### src/rtl/bin_to_bcd_pkg.sv
// Shared constants and helpers for the sequential binary-to-BCD converter.
// Holds the FSM encoding, a counter-width helper and a digit-count helper.
package bin_to_bcd_pkg;

    localparam logic [1:0] IDLE  = 2'd0;
    localparam logic [1:0] SHIFT = 2'd1;
    localparam logic [1:0] DONE  = 2'd2;

    // Never returns less than 1 so a w=1 converter still gets a counter bit.
    function automatic int clog2(input int v);
        int r;
        int x;
        r = 0;
        x = v - 1;
        while (x > 0) begin
            r++;
            x = x >> 1;
        end
        return (r < 1) ? 1 : r;
    endfunction

    // Decimal digits needed for 2**w-1, i.e. ceil(w*log10(2)).
    function automatic int min_digits(input int w);
        return (w * 30103 + 99999) / 100000;
    endfunction

endpackage

### src/rtl/bin_to_bcd_seq_if.sv
// Start/busy/done handshake plus result bundle for bin_to_bcd_seq.
// master: start, bin out; slave: busy, done, bcd, blank, overflow out.
interface bin_to_bcd_seq_if #(
    parameter int w      = 16,
    parameter int digits = 5
);
    logic                  start;
    logic [w-1:0]          bin;
    logic                  busy;
    logic                  done;
    logic [4*digits-1:0]   bcd;
    logic [digits-1:0]     blank;
    logic                  overflow;

    modport master (
        output start, bin,
        input  busy, done, bcd, blank, overflow
    );

    modport slave (
        input  start, bin,
        output busy, done, bcd, blank, overflow
    );
endinterface

### src/rtl/bin_to_bcd_seq_bcd_adjust.sv
// Double-dabble nibble correction: adds 3 when the digit is 5 or more.
// Ports: nib_i digit in, nib_o corrected digit out.
module bcd_adjust (
    input  logic [3:0] nib_i,
    output logic [3:0] nib_o
);
    assign nib_o = (nib_i >= 4'd5) ? nib_i + 4'd3 : nib_i;
endmodule

### src/rtl/bin_to_bcd_seq.sv
// Sequential double-dabble converter, one input bit per clock.
// Ports: clk, reset (sync, active high), bus (slave handshake/result).
module bin_to_bcd_seq
    import bin_to_bcd_pkg::*;
#(
    parameter int w      = 16,
    parameter int digits = 5
) (
    input  logic             clk,
    input  logic             reset,
    bin_to_bcd_seq_if.slave  bus
);
    localparam int CW = clog2(w);
    localparam int SW = 4 * digits;
    localparam logic [CW-1:0] LAST = CW'(w - 1);
    localparam bit OVF_POSSIBLE = (digits < min_digits(w));
    localparam logic [digits-1:0] BLANK_RST = ~digits'(1);

    logic [1:0]        state_q, state_d;
    logic [w-1:0]      shift_q, shift_d;
    logic [SW-1:0]     scratch_q, scratch_d;
    logic              ovf_q, ovf_d;
    logic [CW-1:0]     cnt_q, cnt_d;
    logic [SW-1:0]     bcd_q, bcd_d;
    logic [digits-1:0] blank_q, blank_d;
    logic              overflow_q, overflow_d;

    logic [SW-1:0]     adj;
    logic [SW+w-1:0]   cat;
    logic [SW-1:0]     scratch_nx;
    logic [w-1:0]      shift_nx;
    logic              ovf_nx;
    logic [digits-1:0] blank_nx;
    logic              zrun;

    for (genvar g = 0; g < digits; g++) begin : g_adj
        bcd_adjust u_adj (
            .nib_i (scratch_q[4*g +: 4]),
            .nib_o (adj[4*g +: 4])
        );
    end

    // Top bit of the adjusted scratch falls off; it only matters as overflow.
    assign cat        = {adj[SW-2:0], shift_q, 1'b0};
    assign scratch_nx = cat[SW+w-1 -: SW];
    assign shift_nx   = cat[w-1:0];
    assign ovf_nx     = ovf_q | adj[SW-1];

    always_comb begin
        zrun     = 1'b1;
        blank_nx = '0;
        for (int i = digits - 1; i >= 0; i--) begin
            zrun        = zrun & (scratch_nx[4*i +: 4] == 4'd0);
            blank_nx[i] = zrun & (i > 0);
        end
    end

    always_comb begin
        state_d    = state_q;
        shift_d    = shift_q;
        scratch_d  = scratch_q;
        ovf_d      = ovf_q;
        cnt_d      = cnt_q;
        bcd_d      = bcd_q;
        blank_d    = blank_q;
        overflow_d = overflow_q;
        unique case (1'b1)
            (state_q == SHIFT): begin
                shift_d   = shift_nx;
                scratch_d = scratch_nx;
                ovf_d     = ovf_nx;
                cnt_d     = cnt_q + CW'(1);
                if (cnt_q == LAST) begin
                    bcd_d      = scratch_nx;
                    blank_d    = blank_nx;
                    overflow_d = OVF_POSSIBLE ? ovf_nx : 1'b0;
                    state_d    = DONE;
                end
            end
            (state_q == IDLE || state_q == DONE): begin
                if (bus.start) begin
                    shift_d   = bus.bin;
                    scratch_d = '0;
                    ovf_d     = 1'b0;
                    cnt_d     = '0;
                    state_d   = SHIFT;
                end else begin
                    state_d   = IDLE;
                end
            end
            default: state_d = IDLE;
        endcase
    end

    always_ff @(posedge clk) begin
        if (reset) begin
            state_q    <= IDLE;
            shift_q    <= '0;
            scratch_q  <= '0;
            ovf_q      <= 1'b0;
            cnt_q      <= '0;
            bcd_q      <= '0;
            blank_q    <= BLANK_RST;
            overflow_q <= 1'b0;
        end else begin
            state_q    <= state_d;
            shift_q    <= shift_d;
            scratch_q  <= scratch_d;
            ovf_q      <= ovf_d;
            cnt_q      <= cnt_d;
            bcd_q      <= bcd_d;
            blank_q    <= blank_d;
            overflow_q <= overflow_d;
        end
    end

    assign bus.busy     = (state_q == SHIFT);
    assign bus.done     = (state_q == DONE);
    assign bus.bcd      = bcd_q;
    assign bus.blank    = blank_q;
    assign bus.overflow = overflow_q;

endmodule
### src/flat_wrapper.sv
// flat-port wrapper written by rule: the top's interface ports become plain ports
module bin_to_bcd_seq_flat import bin_to_bcd_pkg::*;
#(
    parameter int w      = 16,
    parameter int digits = 5
)
  (clk, reset, bus_start, bus_bin, bus_busy, bus_done, bus_bcd, bus_blank, bus_overflow);
  bin_to_bcd_seq_if #(.w(w), .digits(digits)) bus_i ();
  input  logic clk;
  input  logic reset;
  input wire logic [$bits(bus_i.start)-1:0] bus_start;
  input wire logic [$bits(bus_i.bin)-1:0] bus_bin;
  output wire logic [$bits(bus_i.busy)-1:0] bus_busy;
  output wire logic [$bits(bus_i.done)-1:0] bus_done;
  output wire logic [$bits(bus_i.bcd)-1:0] bus_bcd;
  output wire logic [$bits(bus_i.blank)-1:0] bus_blank;
  output wire logic [$bits(bus_i.overflow)-1:0] bus_overflow;
  assign bus_i.start = bus_start;
  assign bus_i.bin = bus_bin;
  assign bus_busy = bus_i.busy;
  assign bus_done = bus_i.done;
  assign bus_bcd = bus_i.bcd;
  assign bus_blank = bus_i.blank;
  assign bus_overflow = bus_i.overflow;
  bin_to_bcd_seq #(.w(w), .digits(digits)) u_core (.clk(clk), .reset(reset), .bus(bus_i));
endmodule
### config.mk
export PLATFORM = sky130hd
export DESIGN_NAME = bin_to_bcd_seq_flat
export DESIGN_NICKNAME = d
export VERILOG_FILES = /design/src/rtl/bin_to_bcd_pkg.sv /design/src/rtl/bin_to_bcd_seq_if.sv /design/src/rtl/bin_to_bcd_seq_bcd_adjust.sv /design/src/rtl/bin_to_bcd_seq.sv /design/src/flat_wrapper.sv
export SDC_FILE = /design/constraint.sdc
export NUM_CORES = 1
export LEC_CHECK = 0
export ABC_AREA = 1
export BUFFER_PORTS_ARGS = -buffer_cell sky130_fd_sc_hd__clkbuf_2
export CAP_MARGIN = 0
export CORE_UTILIZATION = 56
export DETAILED_ROUTE_END_ITERATION = 10
export PLACE_DENSITY = 0.79
export SLEW_MARGIN = 20
export SYNTH_ARGS = -nofsm -noshare
export SYNTH_HDL_FRONTEND = slang
export SYNTH_SLANG_ARGS = --single-unit
### constraint.sdc
create_clock -name clk -period 4 [get_ports clk]
set_clock_uncertainty 0.1 [all_clocks]
set_input_delay 0.8 -clock clk [delete_from_list [all_inputs] [get_ports clk]]
set_output_delay 0.8 -clock clk [all_outputs]
set_load 0.05 [all_outputs]
======== Yosys cells after proc, flatten, opt, wreduce, memory -nomap -nowiden ========
Index checks and enable logic that the tools add are counted.
storage, ports and cells
  output and inout bits ................... 28
  logic and storage cells ................. 48
  flip-flop bits (word level) ............. 66
  bits of input ports ..................... 19
cells by class
  add/sub/neg operators ................... 6
  bitwise logic cells ..................... 3
  $lt $le $gt $ge ......................... 5
  equality and inequality tests ........... 5
  reduce and logical (&&, ||, !) cells .... 9
  mux-type cells .......................... 14
operators by type and width
  cell                                                   count
  one-hot mux 20 bit (2 select lines)                    1
  one-hot mux 16 bit (2 select lines)                    1
  >= comparator 4 x 3 -> 1 bit, second input constant    5
  two-way mux 20 bit                                     1
  two-way mux 4 bit                                      5
  adder 4 x 2 -> 4 bit, second input constant            4
  logical NOT 4 bit                                      4
  two-way mux 16 bit                                     1
  one-hot mux 4 bit (2 select lines)                     1
  adder 4 x 1 -> 4 bit, second input constant            1
  equality test 4 bit, second input constant             1
  one-hot mux 2 bit (2 select lines)                     1
  AND reduction 2 bit                                    2
  adder 3 x 2 -> 3 bit, second input constant            1
  AND 1 bit                                              3
  two-way mux 3 bit                                      1
  equality test 2 x 1 -> 1 bit, second input constant    1
  equality test 2 bit, second input constant             1
  logical NOT 2 bit                                      1
  two-way mux 2 bit                                      1
  inequality test 2 x 1 -> 1 bit, second input constant  1
  inequality test 2 bit, second input constant           1
  nonzero test 2 bit                                     1
  logical OR 1 bit                                       1
  two-way mux 1 bit                                      1

======== Logic depth before layout (Yosys ltp) ========
  depth in word-level cells ............... 6
  depth in mapped cells ................... 11
  depth with buffers taken out ............ 11

======== Modules after synthesis ========
Synthesis repeated with hierarchy kept, for this count alone.
unflattened totals
  cells, all modules ...................... 479
  area total of the unflattened synthesis .. 3,385.7 um2
modules (own cells, without submodules)
  module          cells an instance  sequential area each (um2)  instances  area each (um2)
  bin_to_bcd_seq  364                1,321.3                     1          2,710.1
  bcd_adjust      23                 0.0                         5          135.1

======== Least setup slack after synthesis ========
Ideal clock, no wire load.
  kind .................................... register -> output
  start point ............................. register u_core.state_q[0]
  end point ............................... output port bus_done
  arrival ................................. 1,305 ps
  data required time ...................... 3,100 ps
  cell stages (with the launch flop) ...... 4
  buffers on the path ..................... 2
  path slack .............................. 1,795 ps
  cells stage by stage .................... dfxtp_1 -> buf_4 -> clkbuf_1 -> nor2_1
on the way
  word-level cells in the longest chain between the ends .. 1
ends and longest elaborated chain
  what                      RTL line               source
  start: declaration        bin_to_bcd_seq.sv:19   logic [1:0] state_q, state_d;
  start signal: assignment  bin_to_bcd_seq.sv:106  state_q <= state_d;
  equality test 2 bit       bin_to_bcd_seq.sv:118  assign bus.done = (state_q == DONE);
  end: declaration          flat_wrapper.sv:14     output wire logic [$bits(bus_i.done)-1:0] bus_done;
No other way between the ends.

======== Final worst setup path ========
  start point ............................. register u_core.state_q[0]
  end point ............................... output port bus_busy
on the way
  word-level cells in the longest chain between the ends .. 1
ends and longest elaborated chain
  what                          RTL line               source
  equality test 2 x 1 -> 1 bit  bin_to_bcd_seq.sv:117  assign bus.busy = (state_q == SHIFT);
  end: declaration              flat_wrapper.sv:13     output wire logic [$bits(bus_i.busy)-1:0] bus_busy;
No other way between the ends.

==> results.cfg <==
[grt]
antenna_found_initial = 0
grt_max_degree = 42
grt_overflow = 0
grt_pass1_wl_mm = 11.2
track_usage_pct = 24.5
first_global_vias = 2563

[routing]
vias_per_cell = 5.39
post_drt_wl_per_cell_um = 13.0
detail_route.iter0.violations = 168
vias = 2862
first_pass_iters = 4
drc = 0
ant_nets = 0
routed_wl_mm = 6.88

[status]
status = finished clean

[floorplan]
io_pins = 47
die_h_um = 76.3
die_w_um = 76.3
die_area_um2 = 5810
start_util_pct = 59.3
row_count = 26
core_um2 = 5200

[hold_path]
hold_depth = 2
holdCritStartpoint = u_core.shift_q[15]$_SDFFE_PP0P_
min_to = u_core.bus.bcd[0]$_SDFFE_PP0P_
worst_hold_path_type = register to register

[timing]
hold_viol = 0
slew_viol_final = 0
slew_headroom_pct = 55.5
fin_crit_sh_pct = 65.7
fmax_mhz = 381
rsz0062_at_grt = no
fin_setup_tns_ps = 0
tightest_slew_ps = 666
setup-violations-final = 0
holdWs_ps = 373
final.setup.worst_slack_ps = 1370
finalCriticalPeriod_ps = 2630

[setup_path]
reg2reg_from = u_core.state_q[0]$_SDFFE_PP0P_
reg2reg_depth = 6
cp-end-kind = output pin
crit_path_start_kind = register
critPathMaxFanout = 18
reg2reg_to = u_core.scratch_q[6]$_SDFFE_PP0P_
crit_required_ps = 3100
critical_path_class = register to output pin
arrival_ps = 1730
regToRegSetupSlack_ps = 1580

[yosys]
synth_seq_cells = 66
synth-main-ff-cell = dfxtp_1
synth_area_um2 = 3090
async_flop_share_pct = 0
synth-seq-area-share_pct = 42.8
yosysUniqueCellTypes = 30
synth.avg_cell_area_um2 = 7.41
yosysWarnings = 0
synth_edf_count = 0
netlist_instances = 417

[cts]
cts_buffers = 9
cts_hold_buf = 0
cts-root-buf = clkbuf_8
cts_tree = done
cts_resized = 0
cts-htree-levels = 3
cts_setup_buffers = 0
clk_pin_slew_ps = 70
cts.sinks = 66
insertion_delay_ps = 340
cts_buffer_depth = 2

[finish]
diodes = 0
areaGrowthSynthToFinish_pct = 13.8
num-nets-final = 486
drive_gt1_share_pct = 17.8
stdcell_area_um2 = 3510

[placement]
placed_cell_area_um2 = 3320
gp_congestion = 0.861
port_buffers = 44
dp_hpwl_mm = 4.53
place_ws_ps = 1590

[power_and_ir_drop]
powerDensity_nw_per_um2 = 386
power_leakage_nw = 1.54
p_total_mw = 1.36
peakVddDrop_mv = 0.274

[job]
maxCapViolCount = 0
[logic make-up after synthesis]
kind of cell	synth area share, %
and+or+nand+nor	27.2
AOI/OAI and AO/OA	17.2
DFF	42.8
buffers and inverters	7.98
adders and majority gates	4.46
xor gates and xnor gates	0.284
other	0.121
[worst max-delay path: stages, from the launching register on]
cell      delay (ps)
dfxtp_1          720
nand2_4          240
clkinv_1         130
clkbuf_2         280
[worst max path at each step]
stage | from | endpoint | slack [ps] | cells after the start
after floorplan | u_core.state_q[0]$_SDFFE_PP0P_ | bus_done | 1790 | 3
after global placement | u_core.state_q[0]$_SDFFE_PP0P_ | u_core.scratch_q[4]$_SDFFE_PP0P_ | 1710 | 6
after detailed placement | u_core.state_q[0]$_SDFFE_PP0P_ | u_core.scratch_q[9]$_SDFFE_PP0P_ | 1590 | 6
after CTS | u_core.state_q[0]$_SDFFE_PP0P_ | bus_busy | 1360 | 3
after global routing | u_core.state_q[0]$_SDFFE_PP0P_ | bus_busy | 1280 | 3
final | u_core.state_q[0]$_SDFFE_PP0P_ | bus_busy | 1370 | 3
[final cells by class]
| type | count | area (um^2) |
|---|---|---|
| fillers | 460 | 1690 |
| inverters | 37 | 141 |
| clock buffers | 14 | 163 |
| clock inverters | 2 | 35.0 |
| flip-flops and latches | 66 | 1320 |
| repair buffers | 47 | 243 |
| multi-input cells | 295 | 1520 |
| well taps | 70 | 87.6 |
[synthesized netlist by cell type (3+ instances only)]
cell / n / area share [%]
nand3_1: 42 / 6.8
and3_1: 3 / 0.61
o21ai_0: 33 / 5.3
nand4_1: 8 / 1.6
o22ai_1: 5 / 1.0
dfxtp_1: 66 / 43
ha_1: 11 / 4.5
o21ai_2: 11 / 3.1
inv_2: 5 / 0.61
clkbuf_1: 6 / 0.73
inv_1: 29 / 3.5
a21oi_1: 26 / 4.2
a31oi_1: 15 / 3.0
buf_2: 9 / 1.5
nand2_1: 108 / 13
nor2_1: 20 / 2.4
buf_4: 3 / 0.73
[flip-flops by register name, summed over array words and instances (netlist names)]
signal / cells
u_core.shift_q: 16
u_core.scratch_q: 20
u_core.cnt_q: 4
u_core.bus.blank: 4
u_core.bus.bcd: 20
u_core.state_q: 2
[power breakdown]
part	total, mW	switching [mW]	leakage, nW	internal, mW
logic	0.0952	0.0669	0.903	0.0282
registers	0.692	0.0149	0.536	0.677
clock network	0.570	0.248	0.101	0.322
[layer usage]
layer	up-vias	part of all wire, %	global-route usage [%]
met2	69	48	41.2
li1	1472	-	-
met4	0	2.0	13.3
met3	15	3.9	3.71
met5	-	0	0
met1	1306	46	30.0
[per-stage QoR]
stage	utilization (%)	instances
after floorplan	-	418
after global placement	63.7	515
after detailed placement	63.7	515
after CTS	67.5	531
after global routing	67.5	531
final	67.5	531
[placed cells by master, fill, tap and decap left out, drive strengths merged, types with 2 or more instances in the layout]
master and count:
clkbuf 58, clkinv 3, inv 35, nand4 8, dfxtp 66, nand2 111
buf 3, nor3 2, nand3 42, nor2 22, o21ai 45, conb 2
and3 3, a21oi 26, a31oi 15, o22ai 5, ha 11
Power figures use the tool's default switching activity.
